**src/rtl/relu_sched_pkg.sv**
```systemverilog
// relu_sched_pkg: shared defaults and ReLU semantics
// for the round-robin ReLU scheduler and standalone datapath.
package relu_sched_pkg;

  localparam int DEF_NUM_REQ = 4;
  localparam int DEF_DATA_W  = 8;
  localparam int MAX_DATA_W  = 64;

  // Width of a requester index; never narrower than 1 bit.
  function automatic int id_w(input int n);
    return (n > 1) ? $clog2(n) : 1;
  endfunction

  // Operates on a sign-extended sample so any width up to
  // MAX_DATA_W shares one definition; callers truncate back.
  function automatic logic [MAX_DATA_W-1:0] relu_apply(
    input logic [MAX_DATA_W-1:0] data,
    input logic                  en
  );
    return (en && data[MAX_DATA_W-1]) ? '0 : data;
  endfunction

endpackage

```
**src/rtl/rr_arbiter.sv**
```systemverilog
// rr_arbiter: combinational round-robin grant starting
// at rr_ptr; the pointer itself lives in the caller.
import relu_sched_pkg::*;

module rr_arbiter #(
  parameter int NUM_REQ = DEF_NUM_REQ,
  parameter int ID_W    = id_w(NUM_REQ)
) (
  input  logic [NUM_REQ-1:0] req,
  input  logic [ID_W-1:0]    rr_ptr,
  input  logic               enable,
  output logic [NUM_REQ-1:0] grant,
  output logic [ID_W-1:0]    grant_idx,
  output logic               grant_valid
);

  // Scan from rr_ptr with wrap; first valid requester wins.
  always_comb begin
    grant       = '0;
    grant_idx   = '0;
    grant_valid = 1'b0;
    for (int k = 0; k < NUM_REQ; k++) begin
      int j;
      j = int'(rr_ptr) + k;
      if (j >= NUM_REQ)
        j = j - NUM_REQ;
      if (!grant_valid && req[j]) begin
        grant_valid = 1'b1;
        grant_idx   = ID_W'(j);
      end
    end
    if (enable && grant_valid)
      grant[grant_idx] = 1'b1;
  end

endmodule

```
**src/rtl/relu_rr_scheduler.sv**
```systemverilog
// relu_rr_scheduler: one ReLU datapath shared by NUM_REQ
// lanes, round-robin granted, registered valid/ready output.
import relu_sched_pkg::*;

module relu_rr_scheduler #(
  parameter int NUM_REQ = DEF_NUM_REQ,
  parameter int DATA_W  = DEF_DATA_W,
  parameter int ID_W    = id_w(NUM_REQ)
) (
  input  logic                      clk,
  input  logic                      reset,
  input  logic [NUM_REQ-1:0]        req_valid,
  output logic [NUM_REQ-1:0]        req_ready,
  input  logic [NUM_REQ*DATA_W-1:0] req_data,
  input  logic                      relu_en,
  output logic                      out_valid,
  input  logic                      out_ready,
  output logic [DATA_W-1:0]         out_data,
  output logic [ID_W-1:0]           out_id
);

  localparam logic [ID_W-1:0] LAST = ID_W'(NUM_REQ - 1);

  logic [ID_W-1:0]   rr_ptr;
  logic              can_accept;
  logic              arb_en;
  logic [ID_W-1:0]   grant_idx;
  logic              grant_valid;
  logic              xfer;
  logic [DATA_W-1:0] sel_data;
  logic [DATA_W-1:0] relu_out;

  // Output slot is free when empty or draining this edge;
  // ready is forced low while reset is held.
  always_comb begin
    can_accept = !out_valid || out_ready;
    arb_en     = can_accept && reset;
    xfer       = arb_en && grant_valid;
  end

  rr_arbiter #(
    .NUM_REQ (NUM_REQ),
    .ID_W    (ID_W)
  ) u_arb (
    .req         (req_valid),
    .rr_ptr      (rr_ptr),
    .enable      (arb_en),
    .grant       (req_ready),
    .grant_idx   (grant_idx),
    .grant_valid (grant_valid)
  );

  // Select the granted lane and apply ReLU on its sample.
  always_comb begin
    sel_data = req_data[grant_idx*DATA_W +: DATA_W];
    relu_out = DATA_W'(relu_apply(
      MAX_DATA_W'($signed(sel_data)), relu_en));
  end

  // Output register, handshake and pointer advance.
  always_ff @(posedge clk or negedge reset) begin
    if (!reset) begin
      out_valid <= 1'b0;
      out_data  <= '0;
      out_id    <= '0;
      rr_ptr    <= '0;
    end else if (xfer) begin
      out_valid <= 1'b1;
      out_data  <= relu_out;
      out_id    <= grant_idx;
      rr_ptr    <= (grant_idx == LAST) ? '0
                 : grant_idx + 1'b1;
    end else if (out_valid && out_ready) begin
      out_valid <= 1'b0;
    end
  end

endmodule

```
**config.mk**
```make
export PLATFORM = sky130hd
export DESIGN_NAME = relu_rr_scheduler
export DESIGN_NICKNAME = d
export VERILOG_FILES = /design/src/rtl/relu_sched_pkg.sv /design/src/rtl/rr_arbiter.sv /design/src/rtl/relu_rr_scheduler.sv
export SDC_FILE = /design/constraint.sdc
export NUM_CORES = 1
export LEC_CHECK = 0
export BUFFER_PORTS_ARGS = -buffer_cell sky130_fd_sc_hd__buf_2
export CORE_MARGIN = 2
export CORE_UTILIZATION = 47
export CTS_CLUSTER_SIZE = 14
export DETAILED_ROUTE_END_ITERATION = 7
export PLACE_DENSITY = 0.84
export SYNTH_ARGS = -nofsm -noshare
export SYNTH_HDL_FRONTEND = slang
export SYNTH_SLANG_ARGS = --single-unit
export TNS_END_PERCENT = 20
```
**constraint.sdc**
```tcl
create_clock -name clk -period 4 [get_ports clk]
set_input_delay 0.8 -clock clk [delete_from_list [all_inputs] [get_ports clk]]
set_output_delay 0.8 -clock clk [all_outputs]
set_load 0.02 [all_outputs]
```
== After elaboration in Yosys (flattened, before gate mapping) ==
Index checks and enable logic that the tools add are counted.

* Bits of input ports: 40
* Output and inout port bits: 15
* Bits in registers: 13
* Word-level logic and storage cells: 69

* Add/sub/neg operators: 8
* Equal/unequal tests: 1
* Order comparisons: 10
* Reductions and logical operators: 14
* Shift operators: 1
* Muxes and demuxes: 31

{| class="wikitable"
|+ Operator list
! operator !! number
|-
| $lt A32 B4 Y1 const B || 4
|-
| $mux W32 || 4
|-
| $ge A32 B4 Y1 const B || 3
|-
| $sub A32 B4 Y32 const B || 3
|-
| $shiftx A32 B6 Y8 || 1
|-
| $mux W1 || 15
|-
| $mux W2 || 5
|-
| $bmux W1 S2 || 4
|-
| $logic_and A1 B1 Y1 || 8
|-
| $mux W8 || 1
|-
| $add A2 B2 Y3 const B || 2
|-
| $logic_not A1 Y1 || 4
|-
| $mux W4 || 1
|-
| $sub A2 B3 Y4 const B || 1
|-
| $add A2 B1 Y3 const B || 1
|-
| $ge A2 B3 Y1 const B || 1
|-
| $lt A2 B3 Y1 const B || 1
|-
| $add A2 B1 Y2 const B || 1
|-
| $demux W1 S2 || 1
|-
| $eq A2 B2 Y1 const B || 1
|-
| $ge A2 B1 Y1 const B || 1
|-
| $reduce_bool A2 Y1 || 1
|-
| $logic_or A1 B1 Y1 || 1
|}

== Longest topological paths before layout ==
* Depth after elaboration: 20
* Gate-level depth with buffers: 8
* Mapped depth without buffers: 7

== Modules after synthesis ==
A second synthesis with hierarchy kept.

* Cell total of the unflattened synthesis: 89
* Area, all modules: 962.2 um^2

{| class="wikitable"
|+ Modules (own cells, without submodules)
! module !! cells an instance !! instances !! area each (um^2) !! seq. area each (um^2)
|-
| relu_rr_scheduler || 69 || 1 || 827.0 || 325.3
|-
| rr_arbiter || 20 || 1 || 135.1 || 0.0
|}

== Worst setup path after synthesis ==
Ideal clock, no wire load.

* Path kind: input -> output
* Start: input req_valid[0]
* End: output req_ready[0]
* Path buffers: 1
* Path slack: 1275 ps
* Data required time: 3200 ps
* Cell stages on the path: 7
* Arrival: 1925 ps
* Path through: nor3b_1 a21oi_2 a21boi_4 inv_4 buf_8 ha_1 and2_1

* Word-level cells in the longest chain between the ends: 18
* Elaborated cells between the ends (all ways): 33
* Those cells by class: order compare: 2; mux: 23; reduce/logical: 8

{| class="wikitable"
|+ Ends and longest elaborated chain
! item !! RTL line !! text
|-
| from (decl) || relu_rr_scheduler.sv:12 || <nowiki>input logic [NUM_REQ-1:0] req_valid,</nowiki>
|-
| $bmux W1 S2 || rr_arbiter.sv:27 || <nowiki>if (!grant_valid && req[j]) begin</nowiki>
|-
| $mux W1 (implied by the code) (2 in a row) || rr_arbiter.sv:27 ||
|-
| $mux W1 || rr_arbiter.sv:27 ||
|-
| $logic_not A1 Y1 || rr_arbiter.sv:27 ||
|-
| $logic_and A1 B1 Y1 || rr_arbiter.sv:27 ||
|-
| $mux W1 || rr_arbiter.sv:27 ||
|-
| $logic_not A1 Y1 || rr_arbiter.sv:27 ||
|-
| $logic_and A1 B1 Y1 || rr_arbiter.sv:27 ||
|-
| (+2 left out) || n/a ||
|-
| $logic_and A1 B1 Y1 || rr_arbiter.sv:27 ||
|-
| $mux W2 * || rr_arbiter.sv:27 ||
|-
| net grant_idx[0] || relu_rr_scheduler.sv:27 || <nowiki>logic [ID_W-1:0] grant_idx;</nowiki>
|-
| $lt A2 B3 Y1 (implied by the code) or $ge A2 B1 Y1 (tied branches) || rr_arbiter.sv:33 || <nowiki>grant[grant_idx] = 1'b1;</nowiki>
|-
| $logic_and A1 B1 Y1 (implied by the code) || rr_arbiter.sv:33 ||
|-
| $mux W1 (implied by the code) || rr_arbiter.sv:33 ||
|-
| $demux W1 S2 * || n/a ||
|-
| $mux W4 * || rr_arbiter.sv:32 || <nowiki>if (enable && grant_valid)</nowiki>
|-
| to (decl) || relu_rr_scheduler.sv:13 || <nowiki>output logic [NUM_REQ-1:0] req_ready,</nowiki>
|}

Mark *: on every way through the listed nets, which the timed path passes. The rest lies on a longest branch. The select of a mux whose other input is x is not followed.

== Worst setup path in the final report ==
* Start: input req_valid[1]
* End: output req_ready[0]

The elaborated chain is that of the path after synthesis.

==> impl_metrics.tcl <==
set metrics [dict create \
    drc 0 \
    synth_edf_count 0 \
    synth_area_leader_cell "dfrtp_1" \
    grt_pass1_vias 902 \
    place_area_mm2 0.00128 \
    tns_ns 0 \
    start_kind "input port" \
    cp_data_arrival_time_ns 2.17 \
    path_cells "buf_2 -> mux2i_1 -> a21oi_2 -> a21boi_4 -> inv_4 -> ha_1 -> and2_1 -> buf_2" \
    netlist_top_cells_area "dfrtp_1 33%, mux2i_1 15%, o22a_1 6.2%, nand2_1 5.7%, o31ai_1 5.3%" \
    numPortBuffers 54 \
    die_x_um 50.0 \
    first_iter_violations 27 \
    antenna_found_initial 0 \
    clockRootBuffer "clkbuf_4" \
    critPathRequiredTime_ns 3.20 \
    synthFlopType "dfrtp_1" \
    critPathKind "in -> out" \
    syn_avg_cell_area_um2 9.66 \
    finalInstanceArea_mm2 0.00131 \
    hold_class "in -> async" \
    cts_sinks 13 \
    cts_setup_buffers 0 \
    grt_max_degree 19 \
    place_congestion 0.758 \
    cp_slowest_cell "a21boi_4" \
    drive_above_1_share_pct 40.3 \
    slew_headroom_pct 45.4 \
    crit_path_frequent_cell "buf_2" \
    end_kind "output pin" \
    viasPerCell 5.45 \
    powerDensity_mw_per_mm2 510 \
    cts_resized 0 \
    reg2reg_from "rr_ptr[1]" \
    stdcell_count 186 \
    rsz0062_at_grt "no" \
    ys_seq_elements 13 \
    syn-num-nets 147 \
    grt_overflow_total 0 \
    rows 16 \
    cts_buffers 3 \
    wl_per_cell_um 13.5 \
    ys_types 30 \
    core_mm2 0.00198 \
    cp_top_family "buffers and inverters" \
    netlist_instances 103 \
    cts_hold_buf 0 \
    max_freq_mhz 336 \
    cp_num_buf_inv 3 \
    ant_nets 0 \
    cap_viol_max_count 0 \
    yosysSeqAreaShare_pct 32.7 \
    final_util_pct 65.9 \
    n_fill_cell 191 \
    slew_violations 0 \
    cts_max_level 1 \
    clkTransAtPathRegs_ns 0.07 \
    grt_use_total_pct 20.6 \
    place_inst 182 \
    outcome "finished, final reports clean" \
    fin_crit_sh_pct 74.3 \
    p_leak_nw 0.705 \
    rr_worst_depth 5 \
    grt_pass1_wl_um 3850 \
    cp_slowest_stage_delay_ns 0.29 \
    fin_nets 204 \
    async_reset_ff_share_pct 100 \
    r2r_end "out_data[0]" \
    diodes 0 \
    drt_wl_total_um 2510 \
    area_delta_synth_final_pct 31.3 \
    fp.dieH_um 50.0 \
    fin_crit_ns 2.97 \
    crit_fanout 18 \
    clk_latency_ns 0.27 \
    reg2reg_slack_ns 2.00 \
    first_pass_iters 4 \
    hpwl_um 2080 \
    synth_common_cells "15 x mux2i_1, 15 x nand2_1, 13 x dfrtp_1, 7 x o22a_1, 7 x o31ai_1" \
    vias 1014 \
    clockBufferDepth 2 \
    synth_top_area_share_pct 32.7 \
    setup_viol 0 \
    cts_tree "built" \
    syn-cell-area_um2 995 \
    initial_core_util_pct 50.2 \
    peakVddDrop_v 0.000335 \
    tightest_slew_ns 0.811 \
    dieArea_mm2 0.00250 \
    yosys_warnings 0 \
    hold_viol 0 \
    ioPinCount 55 \
    skew_ns 0.00171 \
]
report_power, final:
part | switching (mW) | total, mW | internal (mW)
sequential | 0.0363 | 0.217 | 0.181
combinational | 0.220 | 0.372 | 0.152
clock | 0.0387 | 0.0773 | 0.0386
worst register-to-register path: stages (launching register included):
cell	delay, ns
dfrtp_1	0.46
nand2_1	0.13
a221oi_2	0.36
o21ai_0	0.22
a211oi_2	0.52
o31ai_1	0.17
sequential cells by signal (all words and copies together), names as in the netlist:
| name | cells |
|---|---|
| out_data | 8 |
| out_id | 2 |
| out_valid | 1 |
| rr_ptr | 2 |
stage by stage:
step,worst slack (ns),power (mW),hold slack [ns]
6_report,1.03,0.667,0.404
3_5_place_dp,1.04,0.592,0.463
3_3_place_gp,1.10,0.573,0.458
2_1_floorplan,1.27,0.484,0.504
4_1_cts,1.04,0.672,0.404
5_1_grt,0.936,0.717,0.409
cell families (layout without fill, tap and decap cells):
kind of cell / count (synthesis) / count (layout) / share of synthesized area (%)
buffers and inverters: 7 / 63 / 4.02
and+or+nand+nor: 32 / 32 / 15.5
DFF: 13 / 13 / 32.7
AOI/OAI and AO/OA: 32 / 32 / 27.7
muxes: 15 / 15 / 15.1
adders and majority gates: 4 / 4 / 5.03
layer usage:
metal | wire, um | track usage [%] | vias to the layer above
met5 | 0 | 0 | -
met4 | 25 | 6.94 | 0
met3 | 170 | 3.33 | 4
met2 | 1310 | 37.7 | 49
met1 | 1010 | 23.9 | 468
li1 | - | - | 493
cell usage in the layout (no fill, tap or decap), drive strengths merged:
cell	netlist	layout
inv	5	5
nand2	15	15
a21oi	3	3
ha	4	4
o31ai	7	7
o21bai	1	1
a32o	1	1
a221oi	1	1
a21boi	1	1
buf	2	54
nor3b	1	1
clkbuf	0	4
a21bo	1	1
a211oi	2	2
nand2b	2	2
and2	4	4
nand3	5	5
mux2i	15	15
o21ba	1	1
and2b	1	1
nor2b	2	2
dfrtp	13	13
nor2	2	2
a221o	1	1
a21o	1	1
o21ai	4	4
o41ai	1	1
o22a	7	7
area by class of cell:
type	instances	area, um2	share of cell area (%)
multi-input combinational	83	629	48.2
inverter	5	21.3	1.63
tap	27	33.8	2.59
timing repair buffer	54	270	20.7
sequential	13	325	24.9
clock buffer	4	26.3	2.01
worst max-delay path by stage:
stage,from,slack [ns],endpoint,cells past startpoint
floorplan,req_valid[0],1.27,req_ready[0],7
global placement,req_valid[0],1.10,req_ready[2],8
detailed placement,req_valid[1],1.04,req_ready[0],8
CTS,req_valid[1],1.04,req_ready[0],8
global route,req_valid[1],0.94,req_ready[2],8
finish,req_valid[1],1.03,req_ready[0],8
Power figures use the tool's default switching activity.
